**src/rtl/perm_output_serializer_if.sv**
```systemverilog
// Handshake bundle between the permutation core, the output serializer and the downstream beat consumer.
// The slave modport is the serializer's view; the master modport is the producer/consumer side.
interface perm_output_serializer_if #(
    parameter int OUT_W = 200,
    parameter int IX_W  = 3
);
    logic [4:0][4:0][63:0] statein;
    logic                  pushin;
    logic                  stopout;
    logic [OUT_W-1:0]      dout;
    logic [IX_W-1:0]       doutix;
    logic                  pushout;
    logic                  stopin;

    modport slave (
        input  statein, pushin, stopin,
        output stopout, dout, doutix, pushout
    );

    modport master (
        output statein, pushin, stopin,
        input  stopout, dout, doutix, pushout
    );
endinterface

```
**src/rtl/perm_output_serializer.sv**
```systemverilog
// Streams a 1600-bit Keccak state as NBEATS beats of OUT_W bits, with one active and one pending slot.
// Optional macro PERM_OUT_OVFL_EN adds a sticky ovfl output flagging pushes made while stopout is high.
module perm_output_serializer #(
    parameter int OUT_W  = 200,
    parameter int NBEATS = 8
) (
    input  logic clk,
    input  logic reset,
`ifdef PERM_OUT_OVFL_EN
    output logic ovfl,
`endif
    perm_output_serializer_if.slave bus
);
    localparam int STATE_W = OUT_W * NBEATS;
    localparam int IX_W    = $clog2(NBEATS);
    localparam logic [IX_W-1:0] LAST_IX = IX_W'(NBEATS - 1);

    typedef enum logic {IDLE, SEND} state_t;

    state_t                        r_state;
    logic [STATE_W-1:0]            r_active;
    logic [STATE_W-1:0]            r_pend;
    logic                          r_pend_v;
    logic                          r_pushout;
    logic [IX_W-1:0]               r_ix;

    logic [STATE_W-1:0]            w_flat;
    logic [NBEATS-1:0][OUT_W-1:0]  w_beats;
    logic                          w_xfer;
    logic                          w_accept;
    logic                          w_last;

    // Lane L = x + 5*y occupies flat bits 64*L .. 64*L+63, mirroring the input loader.
    for (genvar x = 0; x < 5; x++) begin : g_x
        for (genvar y = 0; y < 5; y++) begin : g_y
            assign w_flat[64*(x+5*y) +: 64] = bus.statein[x][y];
        end
    end

    assign w_xfer   = r_pushout & ~bus.stopin;
    assign w_accept = bus.pushin & ~r_pend_v;
    assign w_last   = w_xfer && (r_ix == LAST_IX);

    always_ff @(posedge clk or negedge reset) begin
        if (!reset) begin
            r_state   <= IDLE;
            r_active  <= '0;
            r_pend    <= '0;
            r_pend_v  <= 1'b0;
            r_pushout <= 1'b0;
            r_ix      <= '0;
        end else begin
            case (r_state)
                IDLE: begin
                    if (w_accept) begin
                        r_active  <= w_flat;
                        r_ix      <= '0;
                        r_pushout <= 1'b1;
                        r_state   <= SEND;
                    end
                end
                SEND: begin
                    if (w_last) begin
                        // Reload on the final beat so consecutive states stream without a bubble.
                        if (r_pend_v) begin
                            r_active <= r_pend;
                            r_pend_v <= 1'b0;
                            r_ix     <= '0;
                        end else if (w_accept) begin
                            r_active <= w_flat;
                            r_ix     <= '0;
                        end else begin
                            r_pushout <= 1'b0;
                            r_state   <= IDLE;
                        end
                    end else begin
                        if (w_xfer) r_ix <= r_ix + 1'b1;
                        if (w_accept) begin
                            r_pend   <= w_flat;
                            r_pend_v <= 1'b1;
                        end
                    end
                end
                default: r_state <= IDLE;
            endcase
        end
    end

`ifdef PERM_OUT_OVFL_EN
    logic r_ovfl;
    always_ff @(posedge clk or negedge reset) begin
        if (!reset)                       r_ovfl <= 1'b0;
        else if (bus.pushin && r_pend_v)  r_ovfl <= 1'b1;
    end
    assign ovfl = r_ovfl;
`endif

    assign w_beats     = r_active;
    assign bus.dout    = w_beats[r_ix];
    assign bus.doutix  = r_ix;
    assign bus.pushout = r_pushout;
    assign bus.stopout = r_pend_v;
endmodule

```
**src/flat_wrapper.sv**
```systemverilog
// flat-port wrapper written by rule: the top's interface ports become plain ports
module perm_output_serializer_flat 
#(
    parameter int OUT_W  = 200,
    parameter int NBEATS = 8
)
  (clk, reset, bus_statein, bus_pushin, bus_stopin, bus_stopout, bus_dout, bus_doutix, bus_pushout);
  perm_output_serializer_if #(.OUT_W(OUT_W)) bus_i ();
  input  logic clk;
  input  logic reset;
  input wire logic [$bits(bus_i.statein)-1:0] bus_statein;
  input wire logic [$bits(bus_i.pushin)-1:0] bus_pushin;
  input wire logic [$bits(bus_i.stopin)-1:0] bus_stopin;
  output wire logic [$bits(bus_i.stopout)-1:0] bus_stopout;
  output wire logic [$bits(bus_i.dout)-1:0] bus_dout;
  output wire logic [$bits(bus_i.doutix)-1:0] bus_doutix;
  output wire logic [$bits(bus_i.pushout)-1:0] bus_pushout;
  assign bus_i.statein = bus_statein;
  assign bus_i.pushin = bus_pushin;
  assign bus_i.stopin = bus_stopin;
  assign bus_stopout = bus_i.stopout;
  assign bus_dout = bus_i.dout;
  assign bus_doutix = bus_i.doutix;
  assign bus_pushout = bus_i.pushout;
  perm_output_serializer #(.OUT_W(OUT_W), .NBEATS(NBEATS)) u_core (.clk(clk), .reset(reset), .bus(bus_i));
endmodule
```
**config.mk**
```make
export PLATFORM = sky130hd
export DESIGN_NAME = perm_output_serializer_flat
export DESIGN_NICKNAME = d
export VERILOG_FILES = /design/src/rtl/perm_output_serializer_if.sv /design/src/rtl/perm_output_serializer.sv /design/src/flat_wrapper.sv
export SDC_FILE = /design/constraint.sdc
export NUM_CORES = 2
export LEC_CHECK = 0
export BUFFER_PORTS_ARGS = -buffer_cell sky130_fd_sc_hd__buf_2
export CAP_MARGIN = 20
export CELL_PAD_IN_SITES_DETAIL_PLACEMENT = 1
export CELL_PAD_IN_SITES_GLOBAL_PLACEMENT = 2
export CORE_MARGIN = 5
export CORE_UTILIZATION = 25
export CTS_BUF_LIST = sky130_fd_sc_hd__clkbuf_4
export DETAILED_ROUTE_END_ITERATION = 8
export HOLD_SLACK_MARGIN = 0.12
export PLACE_DENSITY_LB_ADDON = 0.1
export SLEW_MARGIN = 10
export SYNTH_ARGS = -nofsm -noshare
export SYNTH_HDL_FRONTEND = slang
export SYNTH_SLANG_ARGS = --single-unit
```
**constraint.sdc**
```tcl
create_clock -name clk -period 2.3 [get_ports clk]
set_input_delay 0.345 -clock clk [delete_from_list [all_inputs] [get_ports clk]]
set_output_delay 0.345 -clock clk [all_outputs]
set_load 0.05 [all_outputs]
```
==> reports/metrics.csv, run 1 <==
stage,metric,value,unit
yosys,synthSimpleGateAreaFrac,1.70,%
yosys,synth_area,0.138,sq mm
floorplan,die_x,754,microns
floorplan,io-pin-count,1809,
yosys,synthXorXnorAreaFrac,0,%
yosys,synthCells,10100,
clock_network,post_cts_buffers,26,
yosys,syn_nets,11700,
yosys,ys_ff_latch,3206,
run_status,error_line,[ERROR RSZ-0060] Max buffer count reached.,
yosys,synth_cell_types,32,
yosys,synth_fa_ha_area_share,0.0181,%
floorplan,rows,273,
clock_network,cts_hold_buf,4142,
placement,hpwl,493000,microns
floorplan,start_util,25.1,%
yosys,synth_top_family_by_area,multiplexers,
yosys,ys_seq_area_share,57.9,%
yosys,avgSynthCellArea,13.8,sq um
clock_network,htree_levels,6,
yosys,synth_mux_area_share,19.5,%
clock_network,clockRootBuffer,clkbuf_4,
clock_network,max-clock-path-buffers,4,
yosys,synth_warnings,0,
clock_network,numCtsBuffers,937,
floorplan,die_h,754,microns
placement,dp_slack,-0.249,ns
placement,gp_congestion,0.827,
run_status,outcome,aborted with a tool error,
clock_network,cts_resized,283,
clock_network,cts.sinks,3206,
placement,io_buffers,1808,
yosys,synth_compound_area_share,17.4,%
run_status,lastStage,4_1_cts,
[synthesized netlist by cell type]
master	count	area [sq um]
buf_2	345	1730
a2bb2oi_2	10	150
mux4_2	400	9010
o211ai_1	1	7.51
nand3b_1	1	7.51
o21ai_0	3	15.0
o2bb2a_1	1	10.0
nor2_1	1	3.75
nand4_1	1	6.26
nor3b_1	1	7.51
o31ai_1	1	7.51
o22ai_1	1600	10000
or3b_2	1	8.76
buf_1	118	443
clkbuf_4	1	7.51
nor2b_1	1	6.26
ha_1	2	25.0
nand2_2	1	6.26
buf_4	105	788
clkbuf_1	453	1700
mux2_2	1600	18000
nand2b_1	1	6.26
nand3b_2	1	11.3
nand2_1	604	2270
a22oi_4	1	21.3
nand3_1	3	15.0
buf_6	1	11.3
inv_1	4	15.0
dfrtp_1	3206	80200
nor4bb_1	1	10.0
a2bb2oi_1	1589	13900
a21oi_1	2	10.0
[through the flow]
stage	utilization, %	instances	hold WS (ns)	cell area [sq um]
2_1_floorplan	-	10100	0.0494	139000
3_3_place_gp	29.6	19000	0.242	163000
3_5_place_dp	29.6	19000	0.244	163000
[logic make-up after synthesis]
family / after synthesis
compound gates: 3208
flops: 3206
mux: 2000
buf+inv: 1027
simple gates: 617
fa+ha+maj: 2
==> run 2, diff against run 1 <==
--- a/config.mk
+++ b/config.mk
@@ -7,14 +7,10 @@
 export LEC_CHECK = 0
 export BUFFER_PORTS_ARGS = -buffer_cell sky130_fd_sc_hd__buf_2
 export CAP_MARGIN = 20
-export CELL_PAD_IN_SITES_DETAIL_PLACEMENT = 1
-export CELL_PAD_IN_SITES_GLOBAL_PLACEMENT = 2
 export CORE_MARGIN = 5
-export CORE_UTILIZATION = 25
-export CTS_BUF_LIST = sky130_fd_sc_hd__clkbuf_4
+export CORE_UTILIZATION = 20
 export DETAILED_ROUTE_END_ITERATION = 8
-export HOLD_SLACK_MARGIN = 0.12
-export PLACE_DENSITY_LB_ADDON = 0.1
+export PLACE_DENSITY_LB_ADDON = 0.15
 export SLEW_MARGIN = 10
 export SYNTH_ARGS = -nofsm -noshare
 export SYNTH_HDL_FRONTEND = slang
==> run 2 against run 1 <==
Synthesized cell count unchanged. The flow now finishes, with violations (negative setup slack). Area after synthesis unchanged.
==> reports/metrics.csv, run 2 <==
stage,metric,value,unit,change
yosys,yosys-top-cells-count,"dfrtp_1 (3206), mux2_2 (1600), o22ai_1 (1600), a2bb2oi_1 (1589), nand2_1 (604)",,unchanged
cells_and_area,fin_nets,15700,,
yosys,synth.top_cell.area_share,57.9,%,unchanged
clock_network,cts_tree,built,,
global_route,antenna_found_initial,393,,
yosys,synthMostInstantiatedCell,dfrtp_1,,unchanged
yosys,synth_top_area_cell,dfrtp_1,,unchanged
placement,io_buffers,1808,,unchanged
critical_path,cp_num_buf_inv,5,,
clock_network,max-clock-path-buffers,4,,unchanged
critical_path,slowest_stage,mux4_2,,
cells_and_area,fillerInstances,70500,,
yosys,ys_ff_latch,3206,,unchanged
critical_path,critPathTopFamily,buffers and inverters,,
critical_path,critPathArrivalTime,3.12,ns,
cells_and_area,fin_area,0.203,sq mm,
yosys,syn_nets,11700,,unchanged
clock_network,cts.sinks,3206,,unchanged
timing,finalCriticalPeriod,3.47,ns,
worst_hold_path,hp-class,in -> reg,,
yosys,synth_area,0.138,sq mm,unchanged
timing,setup_slack,-1.17,ns,
yosys,synth_cell_types,32,,unchanged
yosys,synth_area_leaders,"dfrtp_1 (58%), mux2_2 (13%), a2bb2oi_1 (10%)",,unchanged
yosys,synth_warnings,0,,unchanged
floorplan,die_h,842,microns,was 754 microns
critical_path,ff2ff_path_depth,10,,
critical_path,cp_common_cell,buf_12,,
critical_path,regToRegSetupSlack,-0.49,ns,
worst_hold_path,min_to,u_core.r_pend[855]$_DFFE_PN0P_,,
critical_path,crit_path_end_kind,output pin,,
critical_path,crit_type,reg -> out,,
cells_and_area,final_common_cell,dfrtp_1,,
critical_path,cp_cell_sequence,buf_12 > buf_12 > buf_16 > buf_12 > mux4_2 > nand2_1 > nand2_2 > buf_2,,
worst_hold_path,whs_path_depth,3,,
clock_network,numCtsBuffers,399,,was 937
critical_path,r2r-start,u_core.bus.doutix[0]$_DFFE_PN0P_,,
global_route,grt_remaining_overflow,0,,
timing,hold_viol,0,,
global_route,grt_max_degree,112,,
floorplan,dieArea,0.709,sq mm,
cells_and_area,drive_above_1_share,41.2,%,
route,vias_per_cell,4.59,,
timing,finClkSkew,0.0979,ns,
run_status,violations,negative setup slack,,
cells_and_area,fin_util,29.4,%,
route,vias,110000,,
power,leakagePower,0.0886,uW,
placement,hpwl,499000,microns,was 493000 microns
route,wl,673000,microns,
yosys,avgSynthCellArea,13.8,sq um,unchanged
timing,rsz0062_at_grt,yes,,
route,drt_iter0_drc,5842,,
critical_path,critPathMaxStageDelay,0.49,ns,
floorplan,io-pin-count,1809,,unchanged
critical_path,cp-start-kind,flop,,
cells_and_area,seqCellArea,0.0802,sq mm,
floorplan,start_util,20.1,%,was 25.1%
global_route,grt_use_total,18.4,%,
critical_path,cp.required,1.96,ns,
route,drc_errors,0,,
yosys,ys_seq_area_share,57.9,%,unchanged
timing,fmax,288,MHz,
flow_run,max-cap-violations,0,,
cells_and_area,multi_input_comb_area,0.0553,sq mm,
clock_network,htree_levels,5,,was 6
cells_and_area,area_growth,46.6,%,
yosys,synth-async-reset-ratio,100,%,unchanged
placement,placed_area,0.168,sq mm,was 0.163 sq mm
yosys,synth-main-ff-cell,dfrtp_1,,unchanged
route,wl_per_cell,28.2,microns,
yosys,synth_edf_count,0,,unchanged
route,ant_nets,0,,
critical_path,r2r_end,u_core.r_pend[325]$_DFFE_PN0P_,,
clock_network,clockRootBuffer,clkbuf_16,,was clkbuf_4
placement,gp_congestion,0.805,,was 0.827
critical_path,cp_max_fo,10,,
floorplan,die_x,842,microns,was 754 microns
clock_network,clkLatencyLatePin,1.00,ns,
floorplan,core-area,0.690,sq mm,
run_status,outcome,"finished, violations left",,was aborted with a tool error
floorplan,rows,305,,was 273
power,vdd_drop_max,0.646,mV,
worst_hold_path,hold_start,bus_statein[1111],,
timing,worstMarginPinSlew,0.747,ns,
global_route,grt_pass1_wl,951000,microns,
timing,setup_viol,3374,,
cells_and_area,mostFrequentLayoutCells,"dfrtp_1 (3203), dlygate4sd3_1 (1762), buf_2 (1634)",,
timing,post-route-period-util,151,%,
global_route,grt_pass1_vias,117000,,
yosys,synthCells,10100,,unchanged
clock_network,path_clk_slew,0.06,ns,
timing,slew_violations,0,,
power,powerDensity,962,mW/mm^2,
route,first_pass_iters,7,,
timing,slew_headroom,50.2,%,
-- run 2: cell counts after synthesis --
No cell type changed its count.
-- run 2: tightest hold or removal path, delay by kind of cell --
kind     cells  cell delay [ns]
buf+inv      2             0.64
mux          1             0.13
-- run 2: where the power goes --
| group | internal [uW] | leakage [uW] | switching (uW) |
|---|---|---|---|
| combinational | 27300 | 0.0413 | 23800 |
| sequential | 71500 | 0.0408 | 7750 |
| clock | 37800 | 0.00658 | 27200 |
-- run 2: stage by stage --
stage	power (uW)	instances	setup TNS (ns)	setup slack, ns	hold WS (ns)
global route	205000	23800	-1618.74	-1.35	0.0528
floorplan	107000	10100	-17.18	-0.0955	0.0494
finish	195000	23900	-1136.58	-1.17	0.154
global placement	126000	21100	-256.58	-0.306	0.275
detailed placement	127000	21100	-283.63	-0.294	0.273
CTS	198000	23600	-1373.86	-1.41	0.000129
-- run 2: per-layer routing --
layer | track usage, % | share of wire, % | wire length [microns] | vias to the layer above
li1 | - | - | - | 48000
met1 | 23.0 | 42 | 282000 | 57600
met5 | 0 | 0.16 | 1090 | -
met3 | 3.15 | 4.3 | 29000 | 1124
met2 | 32.3 | 50 | 339000 | 2631
met4 | 5.36 | 3.3 | 22200 | 182
-- run 2: layout make-up --
cell class	instances	share of cell area, %
well taps	9210	5.68
inverters	4	0.0111
multi-input cells	5827	27.2
clock buffers	611	5.84
repair buffers	4643	20.6
diodes	262	0.323
clock inverters	114	0.757
flip-flops and latches	3206	39.5
-- run 2: kinds of logic after synthesis --
| group | count (synthesis) | synth area share, % |
|---|---|---|
| buf+inv | 1027 | 3.39 |
| mux | 2000 | 19.5 |
| flops | 3206 | 57.9 |
| fa+ha+maj | 2 | 0.0181 |
| compound gates | 3208 | 17.4 |
| simple gates | 617 | 1.70 |
-- run 2: timing repair --
item / 4_1_cts / 5_1_grt
gates cloned: 21 / 2
endpoints found under the setup margin: 3171 / 3403
hold buffers: 1763 / 0
hold endpoints to repair: 5476 / 0
pin swaps: 70 / 69
setup buffers: 51 / 14
resized for setup: 520 / 256
-- run 2: worst max path at each step --
stage / startpoint / endpoint / depth (start not counted)
final: u_core.bus.doutix[0]$_DFFE_PN0P_ / bus_dout[158] / 8
after global routing: u_core.bus.doutix[0]$_DFFE_PN0P_ / bus_dout[158] / 8
after CTS: u_core.bus.doutix[0]$_DFFE_PN0P_ / bus_dout[113] / 8
after detailed placement: u_core.bus.doutix[0]$_DFFE_PN0P_ / bus_dout[117] / 7
after global placement: u_core.bus.doutix[0]$_DFFE_PN0P_ / bus_dout[113] / 7
after floorplan: u_core.bus.doutix[0]$_DFFE_PN0P_ / bus_dout[100] / 6
(Power assumes the default switching activity.)
